## src/rtl/bus_pkg.sv

```systemverilog
// Shared bus definitions: state encoding, transfer modes and default widths.
// Used by the master port, the slave port and the arbiter.
// No logic and no ports; types, constants and a small helper only.
package bus_pkg;

  // Default widths shared by every agent on the serial bus. The upper
  // address bits carry the slave select.
  localparam int BUS_ADDR_WIDTH = 14;
  localparam int BUS_DATA_WIDTH = 8;

  // Transfer direction as carried on d_mode / mmode.
  localparam logic MODE_READ  = 1'b0;
  localparam logic MODE_WRITE = 1'b1;

  // Master port transaction states.
  typedef enum logic [2:0] {
    IDLE,
    REQ,
    ADDR,
    ACK,
    WDATA,
    RDATA,
    SPLIT,
    DONE
  } bus_state_e;

  // Elaboration-time maximum, used to size shared registers.
  function automatic int max_int(input int a, input int b);
    return (a > b) ? a : b;
  endfunction

endpackage

```

## src/rtl/serial_shift_unit.sv

```systemverilog
// Load / shift register with bit counter and last-bit flag for serial links.
// Latency: load or shift takes effect on the next rising clk edge.
// No backpressure: the owner decides each cycle whether to load or shift.
//
// Ports:
//   clk, rstn              clock, asynchronous active-low reset
//   load_i, load_dat_i     parallel load; also clears the bit counter
//   shift_i, sin_i         right shift, sin_i enters at the MSB (shift-in),
//                          dat_o[0] is the bit being shifted out (shift-out)
//   last_idx_i             counter value that marks the final bit
//   dat_o                  register contents
//   last_o                 current bit is the final one of the burst
module serial_shift_unit #(
  parameter int WIDTH = 8,
  parameter int CW    = $clog2(WIDTH + 1)
) (
  input  logic             clk,
  input  logic             rstn,
  input  logic             load_i,
  input  logic [WIDTH-1:0] load_dat_i,
  input  logic             shift_i,
  input  logic             sin_i,
  input  logic [CW-1:0]    last_idx_i,
  output logic [WIDTH-1:0] dat_o,
  output logic             last_o
);

  logic [WIDTH-1:0] dat_q, dat_d;
  logic [CW-1:0]    cnt_q, cnt_d;

  always_comb begin
    dat_d = dat_q;
    cnt_d = cnt_q;
    if (load_i) begin
      dat_d = load_dat_i;
      cnt_d = '0;
    end else if (shift_i) begin
      dat_d = {sin_i, dat_q[WIDTH-1:1]};
      cnt_d = cnt_q + CW'(1);
    end
  end

  always_ff @(posedge clk or negedge rstn) begin
    if (!rstn) begin
      dat_q <= '0;
      cnt_q <= '0;
    end else begin
      dat_q <= dat_d;
      cnt_q <= cnt_d;
    end
  end

  assign dat_o  = dat_q;
  assign last_o = (cnt_q == last_idx_i);

endmodule

```

## src/rtl/bus_master_port.sv

```systemverilog
// Master-side serial bus port: takes one parallel command, requests the bus,
// serialises addr/wdata, deserialises rdata. Latency after grant (write, no
// wait states): 1 + ADDR_WIDTH + 1 + DATA_WIDTH + 1 cycles. Backpressure:
// d_ready low from accept until back in IDLE; bus stalls follow mbgrant/sack.
//
// Ports:
//   clk, rstn                 clock, asynchronous active-low reset
//   d_valid/d_ready           command handshake from the master core
//   d_mode/d_addr/d_wdata     command: 0=read 1=write, address, write data
//   d_rdata/d_done/d_err      completion: read data, done pulse, abort pulse
//   mbreq/mbgrant/msplit      arbiter request, grant and split indication
//   mwdata/mwvalid/mmode      serial addr/wdata out (LSB first), mode
//   sack                      slave address acknowledge
//   mrdata/mrvalid            serial read data in (LSB first)
//
// Build option: define ACK_TIMEOUT_EN to abort with d_err when sack (or the
// end of a split) does not arrive within ACK_TIMEOUT cycles.
module bus_master_port
  import bus_pkg::*;
#(
  parameter int ADDR_WIDTH  = BUS_ADDR_WIDTH,
  parameter int DATA_WIDTH  = BUS_DATA_WIDTH,
  parameter int ACK_TIMEOUT = 15
) (
  input  logic                  clk,
  input  logic                  rstn,
  input  logic                  d_valid,
  output logic                  d_ready,
  input  logic                  d_mode,
  input  logic [ADDR_WIDTH-1:0] d_addr,
  input  logic [DATA_WIDTH-1:0] d_wdata,
  output logic [DATA_WIDTH-1:0] d_rdata,
  output logic                  d_done,
  output logic                  d_err,
  output logic                  mbreq,
  input  logic                  mbgrant,
  input  logic                  msplit,
  output logic                  mwdata,
  output logic                  mwvalid,
  output logic                  mmode,
  input  logic                  sack,
  input  logic                  mrdata,
  input  logic                  mrvalid
);

  // One TX register carries both the address and the write data, so it is
  // sized for the wider of the two.
  localparam int TX_W  = max_int(ADDR_WIDTH, DATA_WIDTH);
  localparam int TX_CW = $clog2(TX_W + 1);
  localparam int RX_CW = $clog2(DATA_WIDTH + 1);

  localparam logic [TX_CW-1:0] TX_ADDR_LAST = TX_CW'(ADDR_WIDTH - 1);
  localparam logic [TX_CW-1:0] TX_DATA_LAST = TX_CW'(DATA_WIDTH - 1);
  localparam logic [RX_CW-1:0] RX_LAST      = RX_CW'(DATA_WIDTH - 1);

  bus_state_e state_q, state_d;

  logic                  mode_q;
  logic [ADDR_WIDTH-1:0] addr_q;
  logic [DATA_WIDTH-1:0] wdata_q;
  logic [DATA_WIDTH-1:0] rdata_q, rdata_d;
  logic                  cmd_acc;

  logic             tx_load, tx_shift, tx_last;
  logic [TX_W-1:0]  tx_load_dat, tx_dat;
  logic [TX_CW-1:0] tx_last_idx;

  logic                  rx_load, rx_shift, rx_last;
  logic [DATA_WIDTH-1:0] rx_dat;

`ifdef ACK_TIMEOUT_EN
  localparam int TO_W = max_int(4, $clog2(ACK_TIMEOUT + 1));
  localparam logic [TO_W-1:0] TO_LAST = TO_W'(ACK_TIMEOUT - 1);

  logic [TO_W-1:0] to_q, to_d;
  logic            to_hit;
  logic            err_q, err_d;

  // Counts cycles spent waiting in ACK or SPLIT; any other state clears it.
  assign to_d   = (state_q == ACK || state_q == SPLIT) ? to_q + TO_W'(1) : '0;
  assign to_hit = (to_q == TO_LAST);
`else
  logic unused_ack_timeout;
  assign unused_ack_timeout = (ACK_TIMEOUT > 0);
`endif

  // Bit 0 of rx_dat is the reset filler that falls out on the final shift;
  // only bit 0 of the TX register ever reaches the bus.
  logic unused_shift_bits;
  assign unused_shift_bits = rx_dat[0] ^ (^tx_dat[TX_W-1:1]);

  always_comb begin
    state_d     = state_q;
    rdata_d     = rdata_q;
    cmd_acc     = 1'b0;
    tx_load     = 1'b0;
    tx_load_dat = '0;
    tx_shift    = 1'b0;
    tx_last_idx = TX_ADDR_LAST;
    rx_load     = 1'b0;
    rx_shift    = 1'b0;
`ifdef ACK_TIMEOUT_EN
    err_d       = err_q;
`endif

    unique case (state_q)
      IDLE: begin
        if (d_valid) begin
          cmd_acc = 1'b1;
          rx_load = 1'b1;  // clear the receive register and its counter
          state_d = REQ;
`ifdef ACK_TIMEOUT_EN
          err_d   = 1'b0;
`endif
        end
      end

      REQ: begin
        // Every (re)start of the bus phase reloads the address, so a
        // transaction interrupted by grant loss always resends from bit 0.
        if (mbgrant) begin
          tx_load     = 1'b1;
          tx_load_dat = TX_W'(addr_q);
          state_d     = ADDR;
        end
      end

      ADDR: begin
        if (!mbgrant) begin
          state_d = REQ;
        end else begin
          tx_shift = 1'b1;
          if (tx_last) state_d = ACK;
        end
      end

      ACK: begin
        // sack wins over a coincident msplit; RDATA re-samples msplit.
        if (mbgrant && sack) begin
          if (mode_q == MODE_WRITE) begin
            tx_load     = 1'b1;
            tx_load_dat = TX_W'(wdata_q);
            state_d     = WDATA;
          end else begin
            state_d = RDATA;
          end
        end
`ifdef ACK_TIMEOUT_EN
        else if (to_hit) begin
          state_d = DONE;
          rdata_d = '0;
          err_d   = 1'b1;
        end
`endif
      end

      WDATA: begin
        tx_last_idx = TX_DATA_LAST;
        if (!mbgrant) begin
          state_d = REQ;
        end else begin
          tx_shift = 1'b1;
          if (tx_last) state_d = DONE;
        end
      end

      RDATA: begin
        if (msplit) begin
          state_d = SPLIT;
        end else if (mbgrant && mrvalid) begin
          rx_shift = 1'b1;
          if (rx_last) begin
            // Capture including the bit arriving this cycle.
            rdata_d = {mrdata, rx_dat[DATA_WIDTH-1:1]};
            state_d = DONE;
          end
        end
      end

      SPLIT: begin
        // Bit count is held in the RX unit; mrvalid is ignored here.
        if (!msplit && mbgrant) begin
          state_d = RDATA;
        end
`ifdef ACK_TIMEOUT_EN
        else if (to_hit) begin
          state_d = DONE;
          rdata_d = '0;
          err_d   = 1'b1;
        end
`endif
      end

      DONE: begin
        state_d = IDLE;
      end

      default: begin
        state_d = IDLE;
      end
    endcase
  end

  always_ff @(posedge clk or negedge rstn) begin
    if (!rstn) begin
      state_q <= IDLE;
      mode_q  <= MODE_READ;
      addr_q  <= '0;
      wdata_q <= '0;
      rdata_q <= '0;
    end else begin
      state_q <= state_d;
      rdata_q <= rdata_d;
      if (cmd_acc) begin
        mode_q  <= d_mode;
        addr_q  <= d_addr;
        wdata_q <= d_wdata;
      end
    end
  end

`ifdef ACK_TIMEOUT_EN
  always_ff @(posedge clk or negedge rstn) begin
    if (!rstn) begin
      to_q  <= '0;
      err_q <= 1'b0;
    end else begin
      to_q  <= to_d;
      err_q <= err_d;
    end
  end

  assign d_err = (state_q == DONE) && err_q;
`else
  assign d_err = 1'b0;
`endif

  serial_shift_unit #(
    .WIDTH (TX_W),
    .CW    (TX_CW)
  ) u_tx (
    .clk        (clk),
    .rstn       (rstn),
    .load_i     (tx_load),
    .load_dat_i (tx_load_dat),
    .shift_i    (tx_shift),
    .sin_i      (1'b0),
    .last_idx_i (tx_last_idx),
    .dat_o      (tx_dat),
    .last_o     (tx_last)
  );

  serial_shift_unit #(
    .WIDTH (DATA_WIDTH),
    .CW    (RX_CW)
  ) u_rx (
    .clk        (clk),
    .rstn       (rstn),
    .load_i     (rx_load),
    .load_dat_i ('0),
    .shift_i    (rx_shift),
    .sin_i      (mrdata),
    .last_idx_i (RX_LAST),
    .dat_o      (rx_dat),
    .last_o     (rx_last)
  );

  assign d_ready = (state_q == IDLE);
  assign d_done  = (state_q == DONE);
  assign d_rdata = rdata_q;
  assign mbreq   = (state_q != IDLE) && (state_q != DONE);

  // A bit only goes on the wire in a granted cycle; the cycle in which the
  // grant is lost is not counted and the whole phase restarts.
  assign mwvalid = mbgrant && (state_q == ADDR || state_q == WDATA);
  assign mwdata  = mwvalid && tx_dat[0];
  assign mmode   = mbgrant && (state_q != IDLE) && (state_q != REQ) && mode_q;

endmodule

```

## config.mk

```make
export PLATFORM = sky130hd
export DESIGN_NAME = bus_master_port
export DESIGN_NICKNAME = d
export VERILOG_FILES = /design/src/rtl/bus_pkg.sv /design/src/rtl/serial_shift_unit.sv /design/src/rtl/bus_master_port.sv
export SDC_FILE = /design/constraint.sdc
export NUM_CORES = 1
export LEC_CHECK = 0
export CAP_MARGIN = 20
export CELL_PAD_IN_SITES_DETAIL_PLACEMENT = 0
export CELL_PAD_IN_SITES_GLOBAL_PLACEMENT = 1
export CORE_ASPECT_RATIO = 1.25
export CORE_UTILIZATION = 25
export CTS_CLUSTER_SIZE = 8
export DETAILED_ROUTE_END_ITERATION = 7
export GPL_TIMING_DRIVEN = 0
export PLACE_DENSITY = 0.53
export SETUP_SLACK_MARGIN = 0.5
export SLEW_MARGIN = 20
export SYNTH_ARGS = -nofsm -noshare
export SYNTH_HDL_FRONTEND = slang
export SYNTH_HIERARCHICAL = 1
export SYNTH_SLANG_ARGS = --single-unit
```

## constraint.sdc

```tcl
create_clock -name clk -period 2.9 [get_ports clk]
set_input_delay 0.87 -clock clk [delete_from_list [all_inputs] [get_ports clk]]
set_output_delay 0.87 -clock clk [all_outputs]
set_load 0.01 [all_outputs]
```

Word level (Yosys, flattened, before mapping)
Cells that the tools add are included.
{"block": "totals", "regBits": 64, "latch_bits": 0, "ramBits": 0, "rom_bits": 0, "inputBits": 31, "out_inout_bits": 15, "elab_cells": 85, "memories": 0}
{"block": "op_classes", "addsub": 2, "multipliers": 0, "n_div": 0, "magnitude_cmp": 0, "n_eq_ne": 19, "n_shift": 0, "mux": 36, "bitwise_logic": 1, "n_reduce_logical": 18}
{"cell": "$mux 14", "count": 3}
{"cell": "$mux 3", "count": 11}
{"cell": "$mux 8", "count": 4}
{"cell": "$pmux 14 s2", "count": 1}
{"cell": "$pmux 3 s8", "count": 1}
{"cell": "$mux 4", "count": 5}
{"cell": "$ne 3x3->1 const B", "count": 5}
{"cell": "$eq 3x3->1 const B", "count": 4}
{"cell": "$mux 1", "count": 10}
{"cell": "$logic_and 1x1->1", "count": 9}
{"cell": "$add 4x1->4 const B", "count": 2}
{"cell": "$ne 2x2->1 const B", "count": 4}
{"cell": "$reduce_and 8->1", "count": 1}
{"cell": "$eq 3x2->1 const B", "count": 2}
{"cell": "$eq 4x3->1 const B", "count": 1}
{"cell": "$eq 4x4->1", "count": 1}
{"cell": "$reduce_and 4->1", "count": 1}
{"cell": "$reduce_bool 2->1", "count": 2}
{"cell": "$eq 3x1->1 const B", "count": 1}
{"cell": "$logic_not 3->1", "count": 1}
{"cell": "$ne 3x1->1 const B", "count": 1}
{"cell": "$reduce_bool 3->1", "count": 1}
{"cell": "$pmux 1 s2", "count": 1}
{"cell": "$reduce_or 2->1", "count": 1}
{"cell": "3 further kinds", "count": 3}

Longest topological paths before layout
Gate-level depths: netlist of the first run.
{"block": "logic_depth", "depth_word": 6, "depth_mapped": 11, "ltp_nobuf": 10}

By module
The synthesis of the first run kept the hierarchy.
{"mod": "bus_master_port", "instances": 1, "cells_each": 134, "area_each_um2": 1776.7}
{"mod": "serial_shift_unit at u_tx", "instances": 1, "cells_each": 82, "area_each_um2": 903.4}
{"mod": "serial_shift_unit at u_rx", "instances": 1, "cells_each": 57, "area_each_um2": 625.6}

Worst setup path after synthesis of the first run
No wires, ideal clock.
{"block": "synth_path", "path_kind": "input -> output", "from": "input mbgrant", "to": "output mwdata", "arrival_ns": 1.615, "required_time_ns": 2.030, "setup_slack_ns": 0.415, "stages": 4, "path_cell_list": "buf_4 -> nand2_1 -> a21oi_1 -> and2_1"}
{"block": "synth_via", "elab_chain_cells": 2}
{"item": "start, declared", "line": "bus_master_port.sv:36", "text": "input logic mbgrant,"}
{"item": "$logic_and 1x1->1", "line": "bus_master_port.sv:275", "text": "assign mwvalid = mbgrant && (state_q == ADDR || state_q == WDATA);"}
{"item": "named net mwvalid", "line": "bus_master_port.sv:39", "text": "output logic mwvalid,"}
{"item": "$logic_and 1x1->1", "line": "bus_master_port.sv:276", "text": "assign mwdata = mwvalid && tx_dat[0];"}
{"item": "end, declared", "line": "bus_master_port.sv:38", "text": "output logic mwdata,"}
The timed path passes the listed nets, and every way through them passes these cells.

Final worst setup path of the first run
{"block": "layout_path", "from": "register state_q[1]", "to": "output mwdata"}
{"block": "layout_via", "elab_chain_cells": 4}
{"item": "start, declared", "line": "bus_master_port.sv:56", "text": "bus_state_e state_q, state_d;"}
{"item": "start signal, assigned", "line": "bus_master_port.sv:212", "text": "state_q <= state_d;"}
{"item": "$eq 3x2->1 or $eq 3x3->1 (tied branches)", "line": "bus_master_port.sv:275"}
{"item": "$logic_or 1x1->1 *", "line": "bus_master_port.sv:275"}
{"item": "$logic_and 1x1->1 *", "line": "bus_master_port.sv:275"}
{"item": "$logic_and 1x1->1 *", "line": "bus_master_port.sv:276"}
Every way passes the cells marked *; elsewhere a longest branch is shown, timed or not.

==> flow_summary.yaml, run 1 <==
layout:
  n_fill_cell: 1266
  final_common_cell: "dfrtp_1"
  drive_above_1_share_pct: 27.5
  antenna_cells: 0
  final_net_count: 377
  final_cell_mix: "dfrtp_1, clkdlybuf4s50_1, nand2_1, mux2i_1, mux2_4"
  area_delta_synth_final_pct: 33.4
  utilization_pct: 34.2
floorplan:
  start_util_pct: 25.6
  die_area_um2: 13500
  ios: 46
  die_w_um: 104
  die_y_um: 130
  fp-row-count: 46
  core_area_um2: 12700
synth:
  netlist_instances: 269
  yosys_warnings: 6
  syn_avg_cell_area_um2: 12.1
  post_synth_instance_area_um2: 3260
power_and_ir_drop:
  p_total_w: 0.00394
  cellLeakagePower_nw: 1.93
  power.density_nw_per_um2: 906
  ir_worst_vdd_uv: 351
placed_design:
  dp_hpwl_um: 5200
  gp_congestion: 0.708
  post-place-ws_ps: -28.2
  io_buffer_count: 43
clock_network:
  clk_path_buf_depth: 2
  h-tree-depth: 3
  clock_sink_count: 63
  cts.clk_slew.worst_paths_ps: 50
  cts_tree: "built"
  insertion_delay_ps: 320
  cts_hold_buf: 0
  root_buffer: "clkbuf_16"
  numCtsBuffers: 9
sta:
  fin_ws_ps: 548
  maxSlewViolCount: 0
  clock-skew-final_ps: 4.98
  worstMarginPinSlew_ps: 527
  relSlewSlack_pct: 64.7
  period_share_pct: 81.1
  fin_setup_tns_ps: 0
  max_freq_mhz: 425
  period_needed_ps: 2350
  hold_viol_final: 0
  rsz0062_at_grt: "yes"
  finalSetupViolCount: 0
hold_path:
  hp-class: "in2async"
flow_run:
  maxCapViolations: 0
routing:
  dr.pass1.iters: 4
  vias_per_cell: 4.27
  avgRoutedWirePerCell_um: 14.4
  drtIter0Drc: 32
  ant_nets: 0
  routed_wl_um: 7430
  drcViolationCount: 0
  vias: 2208
worst_setup_path:
  r2r-start: "state_q[0]$_DFFE_PN0P_"
  worstPathRequired_ps: 2030
  cp-end-kind: "output pin"
  r2r.worst_path.cells: 11
  cp.arrival_ps: 1480
  cp-start-kind: "flip-flop"
  worstPathMaxFanout: 10
  r2r_slack_ps: 620
  max_stage_delay_ps: 420
  path_cells: "buf_8 -> nand2b_4 -> a21oi_4 -> and2_1 -> clkbuf_2"
  critPathKind: "reg2out"
  reg2reg_to: "state_q[1]$_DFFE_PN0P_"
  slowest_stage: "dfrtp_2"
global_routing:
  grt_overflow: 0
  track_usage_pct: 12.1
  grt_pass1_wl_um: 12700
  grt_max_degree: 46
  grt_pass1_vias: 2442
  antenna_found_initial: 0
status:
  outcome: "completed"
==> final cells by class <==
class / count / area, um2 / area share (%)
buffer: 18 / 186 / 4.28
tap: 168 / 210 / 4.83
sequential: 63 / 1580 / 36.3
timing repair buffer: 51 / 497 / 11.4
inverter: 3 / 13.8 / 0.316
multi-input combinational: 198 / 1590 / 36.5
clock buffer: 13 / 260 / 5.98
clock inverter: 3 / 17.5 / 0.403
==> how the worst max path moves through the flow <==
stage | startpoint | to | slack [ps] | cells past startpoint
4_1_cts | state_q[1]$_DFFE_PN0P_ | mwdata | 410 | 5
5_1_grt | state_q[1]$_DFFE_PN0P_ | mbreq | 480 | 4
3_3_place_gp | rstn | mode_q$_DFFE_PN0P_ | -1350 | 1
2_1_floorplan | mbgrant | mwdata | 530 | 4
6_report | state_q[1]$_DFFE_PN0P_ | mwdata | 550 | 5
3_5_place_dp | mbgrant | mwdata | -30 | 5
==> stage by stage <==
step | hold WS, ps | std cells | cell area (um2)
4_1_cts | 428 | 515 | 4330
6_report | 426 | 517 | 4350
2_1_floorplan | 473 | 282 | 3310
3_5_place_dp | 493 | 494 | 3980
5_1_grt | 439 | 517 | 4350
3_3_place_gp | 492 | 493 | 3960
==> worst max-delay path: cells and delay by family, from the launching register on <==
family | cells | cell delay [ps]
compound gates | 1 | 160
simple gates | 2 | 290
buf+inv | 2 | 280
flops | 1 | 420
==> flip-flops by register name (all words and copies together) (netlist names) <==
register    count
addr_q         14
u_tx/cnt_q      4
state_q         3
u_tx/dat_o     14
u_rx/cnt_q      4
wdata_q         8
d_rdata         8
mode_q          1
u_rx/dat_o      7
==> where the power goes <==
part           total [W]  switching (W)  internal (W)
clock           0.000998       0.000376      0.000622
combinational    0.00144       0.000644      0.000797
sequential       0.00150       0.000254       0.00125
==> routing by layer <==
layer	up-vias	global-route usage [%]	share of wire, %
li1	1078	-	-
met1	1089	15.0	47
met2	33	20.5	49
met3	8	2.75	2.8
met4	0	5.29	1.4
met5	-	0	0
==> timing repair <==
| item | 4_1_cts | 5_1_grt |
|---|---|---|
| endpoints found under the setup margin | 7 | 19 |
| endpoints found under the hold margin | 0 | 0 |
| pin swaps | 1 | 2 |
| resized for setup | 20 | 7 |
| buffers inserted | 5 | 2 |
Note: power is estimated with default switching activity, not from simulation.
==> run 2, diff against run 1 <==
==> constraint.sdc (replaced) <==
create_clock -name clk -period 2.4 [get_ports clk]
set_input_delay 0.72 -clock clk [delete_from_list [all_inputs] [get_ports clk]]
set_output_delay 0.72 -clock clk [all_outputs]
set_load 0.01 [all_outputs]
==> run 2 against run 1 <==
  * Global-route usage decreased by 0.18 points
  * Setup slack worse by 340 ps
  * Critical path depth stayed put
  * Via count increased by 2.9%
  * Combinational power is 46% higher
  * Clock power is 33% higher
  * Sequential power increased by 20%
  * Final cell count up 3.3%
  * Worst hold slack got worse by 120 ps
  * Critical endpoint unchanged
==> flow_summary.yaml, run 2 (synthesized netlist as in run 1, its figures left out) <==
layout:
  drive_above_1_share_pct: 34.2
  antenna_cells: 0
  final_common_cell: "dfrtp_1"
  utilization_pct: 36.3
  final_cell_area_um2: 4620
  area_delta_synth_final_pct: 41.7
  final_net_count: 394
  final_cell_mix: "dfrtp_1, clkdlybuf4s50_1, mux2i_1, buf_4, nand2_1"
  n_fill_cell: 1251
power_and_ir_drop:
  swShare_pct: 31.0
  p_switching_w: 0.00162
  p_total_w: 0.00524
  cellLeakagePower_nw: 2.10
  comb_power_share_pct: 40.2
  pwr-share-clk_pct: 25.4
  power_frac_seq_pct: 34.4
  power.density_nw_per_um2: 1130
  ir_worst_vdd_uv: 463
  power.internal_w: 0.00362
routing:
  dr.pass1.iters: 4
  drcViolationCount: 0
  avgRoutedWirePerCell_um: 14.0
  vias_per_cell: 4.25
  routed_wl_um: 7450
  vias: 2271
  drtIter0Drc: 53
  ant_nets: 0
global_routing:
  grt_max_degree: 38
  antenna_found_initial: 0
  grt_pass1_vias: 2423
  track_usage_pct: 12.0
  grt_pass1_wl_um: 12500
  grt_overflow: 0
sta:
  fin_ws_ps: 210
  finalSetupViolCount: 0
  hold_viol_final: 0
  max_freq_mhz: 457
  maxSlewViolCount: 0
  period_needed_ps: 2190
  clock-skew-final_ps: 4.99
  rsz0062_at_grt: "yes"
  period_share_pct: 91.2
worst_setup_path:
  critPathKind: "reg2out"
  cp-end-kind: "output pin"
  worstPathRequired_ps: 1680
  worstPathMaxFanout: 5
  cp.arrival_ps: 1470
  cp-start-kind: "flip-flop"
floorplan:
  die_area_um2: 13500
  die_w_um: 104
  die_y_um: 130
  fp-row-count: 46
  core_area_um2: 12700
  start_util_pct: 25.6
  ios: 46
flow_run:
  maxCapViolations: 0
clock_network:
  root_buffer: "clkbuf_16"
  insertion_delay_ps: 330
  cts.clk_slew.worst_paths_ps: 50
  clk_path_buf_depth: 2
  h-tree-depth: 3
  cts_hold_buf: 0
  clock_sink_count: 63
  numCtsBuffers: 9
  cts_tree: "built"
placed_design:
  post-place-ws_ps: -251
  gp_congestion: 0.691
  dp_hpwl_um: 5210
  io_buffer_count: 43
  post_dp_cell_area_um2: 3980
status:
  outcome: "completed"
hold_path:
  hp-class: "in2async"
[run 2: cell types whose count changed in the layout (fill, tap and decap cells not counted), moves of 4 or more]
cell / previous run / this run
dlygate4sd2_1: 4 / 8
buf_6: 8 / 14
buf_12: 2 / 8
clkdlybuf4s50_1: 36 / 28
buf_4: 8 / 22
[run 2: critical path: stages, from the launching register on]
cell	delay [ps]
dfrtp_2	410
buf_6	140
nand2b_4	150
a21oi_4	180
and2_4	170
buf_6	90
[run 2: final timing paths]
check / from / to / slack [ps] / depth (start not counted)
max in group asynchronous: rstn / state_q[2]$_DFFE_PN0P_ / 1560 / 2
hold reg to reg: addr_q[13]$_DFFE_PN0P_ / addr_q[13]$_DFFE_PN0P_ / 500 / 1
setup / recovery: state_q[1]$_DFFE_PN0P_ / mwdata / 210 / 5
min in group clk: addr_q[13]$_DFFE_PN0P_ / addr_q[13]$_DFFE_PN0P_ / 500 / 1
hold / removal: rstn / addr_q[4]$_DFFE_PN0P_ / 310 / 1
setup reg to reg: state_q[1]$_DFFE_PN0P_ / state_q[1]$_DFFE_PN0P_ / 270 / 10
[run 2: metrics by stage]
step                      hold slack, ps  std cells  TNS [ps]
after global placement               491        493   -110700
after detailed placement             487        494     -1250
after floorplan                      424        282         0
after CTS                            316        530         0
final                                309        534         0
after global routing                 341        534         0
[run 2: what timing repair did]
item / CTS / global route
setup buffers: 20 / 4
cloned: 0 / 0
resized for setup: 58 / 11
endpoints found under the setup margin: 35 / 42
pin swaps: 6 / 3
[run 2: final cells by class]
cell class	count	area, um2	share of cell area, %
multi-input cells	198	1640	35.5
well taps	168	210	4.55
plain buffers	18	198	4.28
clock buffers	13	270	5.85
repair buffers	68	668	14.5
flip-flops and latches	63	1580	34.2
inverters	3	16.3	0.352
clock inverters	3	40.0	0.866
[run 2: power by group through the flow]
stage	registers (W)	clock network, W	logic [W]
floorplan	0.00174	0	0.00125
global placement	0.00184	0	0.00160
detailed placement	0.00184	0	0.00163
CTS	0.00181	0.00137	0.00204
global route	0.00187	0.00142	0.00230
finish	0.00180	0.00133	0.00210
[run 2: layer usage]
layer | track usage (%) | routed length (um) | vias up
li1 | - | - | 1117
met5 | 0 | 0 | -
met3 | 2.25 | 220 | 14
met1 | 14.6 | 3390 | 1106
met2 | 20.1 | 3670 | 34
met4 | 6.55 | 172 | 0
==> run 3, diff against run 2 <==
--- a/config.mk
+++ b/config.mk
@@ -15,6 +15,7 @@
 export GPL_TIMING_DRIVEN = 0
 export PLACE_DENSITY = 0.53
 export SETUP_SLACK_MARGIN = 0.5
+export SKIP_LAST_GASP = 1
 export SLEW_MARGIN = 20
 export SYNTH_ARGS = -nofsm -noshare
 export SYNTH_HDL_FRONTEND = slang
==> results of run 3 <==
Final layout, timing and power as in run 2 (identical DEF).
